### config.mk
export PLATFORM = sky130hd
export DESIGN_NAME = spi_shift_reg
export DESIGN_NICKNAME = d
export VERILOG_FILES = /design/src/rtl/spi_shift_reg.sv
export SDC_FILE = /design/constraint.sdc
export NUM_CORES = 1
export LEC_CHECK = 0
export ABC_AREA = 1
export CELL_PAD_IN_SITES_DETAIL_PLACEMENT = 2
export CELL_PAD_IN_SITES_GLOBAL_PLACEMENT = 2
export CORE_ASPECT_RATIO = 0.8
export CORE_MARGIN = 10
export CORE_UTILIZATION = 37
export CTS_CLUSTER_SIZE = 16
export DETAILED_ROUTE_END_ITERATION = 16
export DONT_BUFFER_PORTS = 1
export PLACE_DENSITY = 0.86
export SYNTH_ARGS = -nofsm -noshare
export SYNTH_HDL_FRONTEND = slang
export SYNTH_SLANG_ARGS = --single-unit
### constraint.sdc
create_clock -name i_clk -period 3.6 [get_ports i_clk]
set_input_delay 0.72 -clock i_clk [delete_from_list [all_inputs] [get_ports i_clk]]
set_output_delay 0.72 -clock i_clk [all_outputs]
set_load 0.02 [all_outputs]
### src/rtl/spi_shift_reg.sv
// SPI master shift engine: drives MOSI, samples MISO, assembles rx word.
// Optional LSB-first ordering via SPI_LSB_FIRST_EN (adds i_lsb port).
module spi_shift_reg #(
  parameter int DATA_W = 32,
  parameter int CNT_W  = 6
) (
  input  logic              i_clk,
  input  logic              i_rst_n,
  input  logic              i_start,
  input  logic [CNT_W-1:0]  i_char_len,
  input  logic [DATA_W-1:0] i_tx_data,
  input  logic              i_tx_negedge,
  input  logic              i_rx_negedge,
`ifdef SPI_LSB_FIRST_EN
  input  logic              i_lsb,
`endif
  input  logic              i_pos_edge,
  input  logic              i_neg_edge,
  input  logic              i_miso,
  output logic              o_mosi,
  output logic              o_busy,
  output logic              o_last_clk,
  output logic [DATA_W-1:0] o_rx_data,
  output logic              o_done
);

  typedef enum logic [1:0] {
    IDLE,
    SHIFT,
    DONE
  } state_t;

  localparam logic [CNT_W-1:0]  MAXL = CNT_W'(DATA_W);
  localparam logic [DATA_W-1:0] ONE  = DATA_W'(1);

  state_t              state_q, state_d;
  logic [CNT_W-1:0]    len_q, len_d;
  logic [DATA_W-1:0]   tx_q, tx_d;
  logic                txneg_q, txneg_d;
  logic                rxneg_q, rxneg_d;
  logic [DATA_W-1:0]   rx_q, rx_d;
  logic [CNT_W-1:0]    s_q, s_d;
  logic                mosi_q, mosi_d;
  logic [DATA_W-1:0]   rxd_q, rxd_d;

  logic [CNT_W-1:0]    len_in;
  logic                lsb_new, lsb_cur;
  logic                rx_stb, tx_stb;
  logic [CNT_W-1:0]    s_n, rk;
  logic [DATA_W-1:0]   rx_n;

`ifdef SPI_LSB_FIRST_EN
  logic lsb_q, lsb_d;
  assign lsb_new = i_lsb;
  assign lsb_cur = lsb_q;
`else
  assign lsb_new = 1'b0;
  assign lsb_cur = 1'b0;
`endif

  function automatic logic [CNT_W-1:0] idx(
    input logic [CNT_W-1:0] len,
    input logic [CNT_W-1:0] k,
    input logic             lsb
  );
    return lsb ? k : len - k - CNT_W'(1);
  endfunction

  function automatic logic bit_at(
    input logic [DATA_W-1:0] w,
    input logic [CNT_W-1:0]  i
  );
    return |(w & (ONE << i));
  endfunction

  assign len_in = (i_char_len == '0 || i_char_len > MAXL)
                ? MAXL : i_char_len;

  // Next-state: latch on start, sample-then-drive per strobe, finish on last sample
  always_comb begin
    state_d = state_q;
    len_d   = len_q;
    tx_d    = tx_q;
    txneg_d = txneg_q;
    rxneg_d = rxneg_q;
    rx_d    = rx_q;
    s_d     = s_q;
    mosi_d  = mosi_q;
    rxd_d   = rxd_q;
`ifdef SPI_LSB_FIRST_EN
    lsb_d   = lsb_q;
`endif
    rx_stb  = 1'b0;
    tx_stb  = 1'b0;
    s_n     = s_q;
    rk      = '0;
    rx_n    = rx_q;
    unique case (state_q)
      IDLE: begin
        if (i_start) begin
          state_d = SHIFT;
          len_d   = len_in;
          tx_d    = i_tx_data;
          txneg_d = i_tx_negedge;
          rxneg_d = i_rx_negedge;
`ifdef SPI_LSB_FIRST_EN
          lsb_d   = i_lsb;
`endif
          rx_d    = '0;
          s_d     = '0;
          mosi_d  = bit_at(i_tx_data, idx(len_in, '0, lsb_new));
        end
      end
      SHIFT: begin
        rx_stb = rxneg_q ? i_neg_edge : i_pos_edge;
        tx_stb = txneg_q ? i_neg_edge : i_pos_edge;
        if (rx_stb) begin
          rk   = idx(len_q, s_q, lsb_cur);
          rx_n = (rx_q & ~(ONE << rk)) | (DATA_W'(i_miso) << rk);
          s_n  = s_q + CNT_W'(1);
        end
        if (tx_stb && s_n != len_q) begin
          mosi_d = bit_at(tx_q, idx(len_q, s_n, lsb_cur));
        end
        rx_d = rx_n;
        s_d  = s_n;
        if (rx_stb && s_n == len_q) begin
          state_d = DONE;
          rxd_d   = rx_n;
        end
      end
      DONE: state_d = IDLE;
      default: state_d = IDLE;
    endcase
  end

  // State and datapath registers; reset aborts any transfer
  always_ff @(posedge i_clk or negedge i_rst_n) begin
    if (!i_rst_n) begin
      state_q <= IDLE;
      len_q   <= '0;
      tx_q    <= '0;
      txneg_q <= 1'b0;
      rxneg_q <= 1'b0;
      rx_q    <= '0;
      s_q     <= '0;
      mosi_q  <= 1'b0;
      rxd_q   <= '0;
`ifdef SPI_LSB_FIRST_EN
      lsb_q   <= 1'b0;
`endif
    end else begin
      state_q <= state_d;
      len_q   <= len_d;
      tx_q    <= tx_d;
      txneg_q <= txneg_d;
      rxneg_q <= rxneg_d;
      rx_q    <= rx_d;
      s_q     <= s_d;
      mosi_q  <= mosi_d;
      rxd_q   <= rxd_d;
`ifdef SPI_LSB_FIRST_EN
      lsb_q   <= lsb_d;
`endif
    end
  end

  assign o_mosi     = mosi_q;
  assign o_busy     = (state_q == SHIFT);
  assign o_done     = (state_q == DONE);
  assign o_last_clk = (state_q == SHIFT) && (s_q == len_q - CNT_W'(1));
  assign o_rx_data  = rxd_q;

endmodule

Yosys cells after proc, flatten, opt, wreduce, memory -nomap -nowiden --
Index checks and enable logic that the tools add are counted.
Word-level totals: flip-flop bits (word level) 113, input bits 46, word-level logic and storage cells 64
Cells by class: $add $sub $neg 7, $lt $le $gt $ge 1, eq/ne operators 8, shift operators 4, muxes and demuxes 16, bitwise gates (word level) 5, reduce and logical (&&, ||, !) cells 14
Operator list (count):
- AND 32 bit | 3
- left shift 1 x 6 -> 32 bit, first input constant | 3
- 2-to-1 mux 32 bit | 2
- case mux 32 bit (2 select lines) | 1
- OR reduction 32 bit | 2
- inverter 32 bit | 1
- bitwise OR 32 bit | 1
- left shift 1 x 6 -> 32 bit | 1
- 2-to-1 mux 6 bit | 4
- subtractor 6 x 1 -> 6 bit, second input constant | 4
- == test 6 bit | 2
- case mux 6 bit (2 select lines) | 1
- subtractor 6 bit | 2
- AND reduction 2 bit | 4
- adder 6 x 1 -> 6 bit, second input constant | 1
- > comparator 6 bit, second input constant | 1
- zero test 6 bit | 1
- != test 6 bit | 1
- 2-to-1 mux 1 bit | 4
- 2-to-1 mux 2 bit | 2
- != test 2 x 1 -> 1 bit, second input constant | 2
- case mux 2 bit (2 select lines) | 1
- logical AND 1 bit | 3
- AND reduction 3 bit | 1
- 7 further kinds | 7

Logic depth before layout (Yosys ltp) --
Gate-level depths: netlist of run 1.
word-level depth 10, mapped depth 19, depth with buffers taken out 19

Worst setup path after synthesis of run 1 --
OpenSTA, ideal clock, no wires.
kind input to register, start point input port i_pos_edge, end point register mosi_q (netlist: o_mosi), library setup time 0.120 ns, arrival time 2.839 ns, required time 3.480 ns, path slack 0.641 ns, cell stages on the path 19, path through inv_1 -> o21a_2 -> inv_1 -> nand2_1 -> xor2_1 -> ha_1 -> a21oi_1 -> nand2_1 -> nand2_1 -> nand2_1 -> buf_2 -> nand3_1 -> nand3_1 -> nor2_1 -> nand3_1 -> nand3_1 -> nand2_1 -> inv_1 -> a21oi_1
Between the ends: word-level cells in the longest chain between the ends 10, elaborated cells between the ends (all ways) 15, those cells by class 2 x add/sub; 2 x eq/ne; 1 x shift; 6 x mux; 1 x bitwise; 3 x reduce/logical
RTL lines:
- from (decl) | RTL line 17 | input logic i_pos_edge,
- 2-to-1 mux 1 bit | RTL line 115 | rx_stb = rxneg_q ? i_neg_edge : i_pos_edge;
- 2-to-1 mux 6 bit | RTL line 117 | if (rx_stb) begin
- 2-to-1 mux 6 bit | RTL line 98 | unique case (state_q)
- subtractor 6 bit | RTL line 66 | return lsb ? k : len - k - CNT_W'(1);
- subtractor 6 x 1 -> 6 bit | RTL line 66
- left shift 1 x 6 -> 32 bit | RTL line 73 | return |(w & (ONE << i));
- AND 32 bit | RTL line 73
- OR reduction 32 bit | RTL line 73
- 2-to-1 mux 1 bit | RTL line 122 | if (tx_stb && s_n != len_q) begin
- case mux 1 bit (2 select lines) | RTL line 98
- to (signal assigned) | RTL line 160 | mosi_q <= mosi_d;
- to (decl) | RTL line 43 | logic mosi_q, mosi_d;
Several ways; a longest one is shown, not always the timed one. The select of a mux whose other input is x is not followed. A chain may end at the register's enable or synchronous reset.

Worst setup path in the final report of run 1 --
start point register rxneg_q, end point register mosi_q (netlist: o_mosi)
Between the ends: word-level cells in the longest chain between the ends 10, elaborated cells between the ends (all ways) 14, those cells by class 2 x add/sub; 2 x eq/ne; 1 x shift; 5 x mux; 1 x bitwise; 3 x reduce/logical
RTL lines:
- from (decl) | RTL line 40 | logic rxneg_q, rxneg_d;
- from (signal assigned) | RTL line 157 | rxneg_q <= rxneg_d;
- 2-to-1 mux 1 bit (*) | RTL line 115
- 2-to-1 mux 6 bit (*) | RTL line 117
- 2-to-1 mux 6 bit (*) | RTL line 98
- subtractor 6 bit | RTL line 66
- subtractor 6 x 1 -> 6 bit | RTL line 66
- left shift 1 x 6 -> 32 bit | RTL line 73
- AND 32 bit | RTL line 73
- OR reduction 32 bit | RTL line 73
- 2-to-1 mux 1 bit | RTL line 122
- case mux 1 bit (2 select lines) | RTL line 98
Every way passes the cells marked *; elsewhere a longest branch is shown, timed or not. The select of a mux whose other input is x is not followed.

==> metrics, run 1 <==
outcome=finished clean; I/O Pins=82; Gate Count Post-Synth=895; number of port buffers=0; Post-synth top flop=dfrtp_1; Clock power frac=0.198; Num Clock Sinks=113; die area=23400 um2; critical path type=reg -> reg; Antenna diodes=0; DR vias/cell=5.69; Logic pwr share=0.526; worst min path class=in -> async; Slowest cell on crit path=fa_1; hold slack=0.242 ns; crit path DAT=3.73 ns; sequential area share after synthesis=0.432; final net count=957; Placer Congestion=0.916; Worst Setup End Kind=register; htree depth=4; EDFF count, synth=0; antenna viol nets, final=0; DR WL/cell=23.7 um; Site Rows=43; drt first-iter violations=501; synth-to-layout area growth=12.6%; synthesized area per cell=7.31 um2; peak supply drop=0.000506 V; clk buf depth=2; Synth warnings=0; Internal Pwr Total=4.00 mW; Fin. Hold Viols=0; global routing usage on met3=0.0765; initial antenna violation count=0; #FFs+latches synth=113; Leak=3.74 nW; CP delay by family, top=simple AND/OR/NAND/NOR gates; core box area=17300 um2; Starting Density=0.378; die height=139 um; Crit Path Max Fanout=7; CTS tree=done; RSZ-0062 raised after global routing=no; Finish-stage setup viols=0; most common cell after layout, fill and taps aside=nand2_1; Max Fclk=295 MHz; Die X=169 um; clock slew at reported path FFs=0.06 ns; switching share of power=0.526; crit path cell chain=nand2_1, o21a_4, xor2_1, ha_1, fa_1, inv_1, nand2_1, nor2_1, nand3_1, nand3_1, nor2_2, nand3_1, nand3_1, nand2_1, inv_1, a21oi_1; Syn Nets=955; Setup Skew=0.0143 ns; P_sw=4.43 mW; fin. max-slew vios=0; cell area after synthesis=6540 um2; WL final=26900 um; cell mode on critical path=nand3_1; CP max stage delay=0.56 ns; CP bufs+invs=2; largest net degree at the start of global routing=114; Flop pwr share=0.276; pre-CTS setup slack=0.130 ns; vias in the first global route=7104; Critical Path RT=3.94 ns; Tcrit/Tclk final=0.941; Final Power=8.43 mW; met1 Use GR=0.301; first-pass GRT wire length=42700 um; setup_tns=0 ns; hpwl dp=18100 um; cts bufs inserted=17; Pre-antenna DRT Iters=5; Total Routing Usage GR=0.232; min Tclk post-route=3.39 ns; Max-Cap Viols=0; clock root buffer=clkbuf_16; Async SR Flop Fraction=1.00; setup ws final=0.213 ns; drt drc=0; via count=6439; share of layout cells above drive strength 1=0.0893; Worst slew margin=0.389; met2 Track Usage GR=0.359; Worst-Skew Late Latency=0.44 ns; grt ovf=0; Startpoint Class=register; layer carrying the most global-route usage=met2; Unique masters post-synth=43; PD cells=1140 nW/um2; most frequent cells in the layout=367 x nand2_1, 113 x dfrtp_1, 91 x nand3_1; Worst-Margin Slew=0.915 ns
logic make-up (layout without fill, tap and decap cells):
| group | after synthesis | count (layout) | share of synthesized area |
|---|---|---|---|
| simple gates | 577 | 577 | 0.371 |
| flops | 113 | 113 | 0.432 |
| buf+inv | 95 | 107 | 0.0658 |
| compound gates | 79 | 79 | 0.0738 |
| xor+xnor | 17 | 17 | 0.0279 |
| fa+ha+maj | 14 | 14 | 0.0291 |
layer usage:
metal  wire length (um)  share of wire  vias up
met1              11800           0.44     3277
met5                  0              0        -
met2              12500           0.46      226
li1                   -              -     2895
met3               2110          0.078       41
met4                491          0.018        0
per-stage QoR:
step           cell area, um2  utilization  std cells
4_1_cts                  7320        0.423       1132
3_5_place_dp             6750        0.389       1102
6_report                 7370        0.425       1132
2_1_floorplan            6540            -        895
3_3_place_gp             6750        0.389       1102
5_1_grt                  7370        0.425       1132
power groups by stage:
stage	clock network [mW]	logic (mW)	registers [mW]
global placement	0	3.75	2.29
global route	1.74	4.84	2.38
detailed placement	0	4.01	2.31
floorplan	0	2.90	2.14
CTS	1.69	4.29	2.31
finish	1.67	4.43	2.32
registers in the layout (all words and copies together) (netlist names):
register	count
o_mosi	1
tx_q	32
rxneg_q	1
txneg_q	1
rx_q	32
s_q	6
state_q	2
len_q	6
o_rx_data	32
synth_stat cells (2+ instances only):
library cell | count | area [um2]
nand2_2 | 2 | 12.5
a21oi_1 | 10 | 50.1
buf_4 | 2 | 15.0
nand3_1 | 91 | 455
buf_6 | 8 | 90.1
o21bai_1 | 5 | 37.5
inv_2 | 5 | 18.8
xnor2_1 | 4 | 35.0
inv_1 | 53 | 199
buf_2 | 3 | 15.0
clkinv_1 | 3 | 11.3
a31o_2 | 2 | 17.5
nor3_1 | 9 | 45.0
o21ai_2 | 5 | 43.8
o22ai_1 | 7 | 43.8
fa_1 | 2 | 40.0
nor2_4 | 2 | 22.5
o21bai_2 | 2 | 22.5
xor2_2 | 2 | 32.5
xor2_1 | 10 | 87.6
dfrtp_1 | 113 | 2830
nor2_1 | 65 | 244
nor2_2 | 3 | 18.8
ha_1 | 12 | 150
clkbuf_1 | 19 | 71.3
o21ai_0 | 15 | 75.1
o21ai_1 | 27 | 135
nand2_1 | 368 | 1380
nand4_1 | 32 | 200
path summary, 6_finish.rpt:
| path | slack, ns | startpoint | depth (start not counted) | to |
|---|---|---|---|---|
| min | 0.24 | i_rst_n | 1 | o_rx_data[22] |
| min in group i_clk | 0.40 | i_tx_data[25] | 2 | tx_q[25] |
| max reg2reg | 0.21 | rxneg_q | 16 | o_mosi |
| min reg2reg | 0.48 | rx_q[6] | 2 | rx_q[6] |
| max | 0.21 | rxneg_q | 16 | o_mosi |
| max in group asynchronous | 2.91 | i_rst_n | 1 | o_rx_data[16] |
area by class of cell:
cell class	instances	area, um2
fillers	2018	9960
repair buffers	16	140
inverters	62	239
well taps	225	282
multi-input cells	687	3330
flip-flops and latches	113	2830
clock buffers	23	468
clock inverters	6	83.8
repair_timing:
| action | in CTS | in global routing |
|---|---|---|
| setup endpoints to repair | 0 | 6 |
| gates resized for setup | 0 | 10 |
| endpoints found under the hold margin | 113 | 0 |
| hold buffers | 1 | 0 |
| setup buffers | 0 | 0 |
Note: power is estimated with default switching activity, not from simulation.
==> run 2: changes to the inputs <==
- ABC_AREA: 1 -> unset
- CORE_UTILIZATION: 37 -> 39
- PLACE_DENSITY: 0.86 -> 0.84
==> metrics, run 2 <==
clk buf depth=2; antenna viol nets, final=0; Site Rows=41; main area contributors after synthesis=dfrtp_1 44%, nand2_1 9.1%, mux2i_1 7.4%; setup_tns=0 ns; grt ovf=0; cell mode on critical path=inv_1; Tcrit/Tclk final=0.926; core box area=15900 um2; reg-to-reg startpoint=rxneg_q; Max-Cap Viols=0; Finish-stage setup viols=0; peak supply drop=0.000428 V; #FFs+latches synth=113; Starting Density=0.400; synthesized area per cell=9.00 um2; die height=134 um; crit path cell chain=inv_1, ha_1, inv_1, o41ai_1, o21ai_0, a2111oi_1, buf_4; Clock power frac=0.206; DR WL/cell=23.5 um; min Tclk post-route=3.33 ns; Async SR Flop Fraction=1.00; Max Fclk=300 MHz; Setup Skew=0.0143 ns; worst min path class=in -> async; switching share of power=0.468; worst-case reg-to-reg path depth=10; Filler Cell Count=1720; Die X=163 um; CP bufs+invs=3; Area after DPL=6530 um2; Slowest cell on crit path=dfrtp_1; most frequent cells in the layout=154 x nand2_1, 113 x dfrtp_1, 50 x o21ai_0; DR vias/cell=5.81; Crit Path Max Fanout=5; CTS tree=done; final std cells w/o fill=922; Finished Cell Area=7140 um2; initial antenna violation count=0; cts bufs inserted=17; CP delay by family, top=compound AO/OA/AOI/OAI gates; Post-synth top flop=dfrtp_1; Antenna diodes=0; R2R Setup Slk=0.36 ns; number of port buffers=0; Synth warnings=0; complex-gate fraction of the synthesized area=0.152; mux cell area share after synthesis=0.101; hpwl dp=14700 um; Flop pwr share=0.301; Worst-Margin Slew=0.830 ns; Worst Setup End Kind=output pin; Unique masters post-synth=56; WL final=21700 um; synth-to-layout area growth=12.3%; Leak=3.15 nW; RSZ-0062 raised after global routing=no; cell taking the most area after synthesis=dfrtp_1; drt first-iter violations=341; outcome=finished clean; Placer Congestion=0.858; area share of the largest cell type after synthesis=0.445; vias in the first global route=6109; post-CTS sizing=0; Total Routing Usage GR=0.205; clock root buffer=clkbuf_16; Critical Path RT=2.88 ns; critical path type=reg -> out; Logic pwr share=0.493; main combinational cell family by area after synthesis=simple AND/OR/NAND/NOR gates; P_sw=3.80 mW; most common cell after layout, fill and taps aside=nand2_1; drt drc=0; CP max stage delay=0.47 ns; PD cells=1140 nW/um2; Post-synth top cells=154 x nand2_1, 113 x dfrtp_1, 50 x o21ai_0; Num Clock Sinks=113; most common cell in the synthesized netlist=nand2_1; Fin. Hold Viols=0; Post-Synth Adder-Cell Area=0.0299; sequential area share after synthesis=0.445; cts hold-fix bufs=1; largest net degree at the start of global routing=114; crit path DAT=2.61 ns; die area=21800 um2; first-pass GRT wire length=35500 um; share of layout cells above drive strength 1=0.0891; clock slew at reported path FFs=0.05 ns; EDFF count, synth=0; reg-to-reg endpoint=o_mosi; htree depth=4; post-synthesis simple-gate area fraction=0.195; via count=5356; Post-CTS Repair Setup Buffers=0; final net count=754; I/O Pins=82; fin. max-slew vios=0; Pre-antenna DRT Iters=4; cell area after synthesis=6360 um2; Placed Cells=889; Gate Count Post-Synth=707; post-synthesis xor/xnor area fraction=0.0332; Syn Nets=767; Startpoint Class=register; Worst-Skew Late Latency=0.44 ns; Internal Pwr Total=4.32 mW; Worst slew margin=0.446
run 2: cell types whose count changed in the layout (fill, tap and decap cells not counted), moves of 9 or more:
| cell | delta |
|---|---|
| inv_1 | -30 |
| nor2_1 | -24 |
| nand4_1 | -19 |
| nor3_1 | +13 |
| xnor2_1 | +9 |
| mux2i_1 | +47 |
| nand2_1 | -213 |
| a21oi_1 | +28 |
| a22o_1 | +20 |
| o21ai_0 | +36 |
| o21ai_1 | -25 |
| nand3_1 | -72 |
run 2: metrics by stage:
stage	util	setup slack [ns]	power [mW]	hold slack, ns
global placement	0.411	0.367	5.96	0.434
floorplan	-	0.388	5.17	0.424
global route	0.449	0.106	8.71	0.280
finish	0.449	0.268	8.12	0.228
detailed placement	0.411	0.229	6.30	0.434
CTS	0.449	0.264	8.16	0.265
run 2: routing by layer:
metal / vias to the layer above / track usage / share of wire
li1: 2452 / - / -
met1: 2781 / 0.257 / 0.44
met2: 107 / 0.326 / 0.49
met3: 16 / 0.0612 / 0.060
met4: 0 / 0.0790 / 0.012
met5: - / 0 / 0
run 2: layout make-up:
type | instances | area, um2 | area share
repair buffers | 14 | 125 | 0.0175
flip-flops and latches | 113 | 2830 | 0.396
inverters | 23 | 86.3 | 0.0121
well taps | 215 | 269 | 0.0377
multi-input cells | 525 | 3250 | 0.455
clock inverters | 14 | 140 | 0.0196
clock buffers | 18 | 439 | 0.0615
run 2: worst max-delay path by stage:
stage / start / to / slack [ns] / cells past startpoint
after CTS: len_q[1] / o_last_clk / 0.26 / 9
final: len_q[1] / o_last_clk / 0.27 / 7
after global routing: len_q[1] / o_last_clk / 0.11 / 9
after detailed placement: i_neg_edge / o_mosi / 0.23 / 10
after global placement: i_neg_edge / o_mosi / 0.37 / 10
after floorplan: i_neg_edge / o_mosi / 0.39 / 11
run 2: worst register-to-register path, delay by kind of cell, from the launching register on:
kind            cells  cell delay, ns
mux                 4            1.11
fa+ha+maj           1            0.88
compound gates      4            0.56
flops               1            0.41
simple gates        1            0.12
run 2: power by group through the flow:
stage	clock, mW	sequential [mW]	combinational (mW)
2_1_floorplan	0	2.24	2.92
3_3_place_gp	0	2.40	3.56
3_5_place_dp	0	2.44	3.86
4_1_cts	1.71	2.45	4.00
5_1_grt	1.77	2.52	4.42
6_report	1.67	2.44	4.00
run 2: cells by family (layout without fill, tap and decap cells):
logic type / after synthesis / in the layout
adder cells (fa/ha/maj): 14 / 14
multiplexers: 56 / 56
buffers and inverters: 69 / 69
flip-flops: 113 / 113
AO/OA/AOI/OAI: 155 / 155
XOR/XNOR: 22 / 22
AND/OR/NAND/NOR: 278 / 278
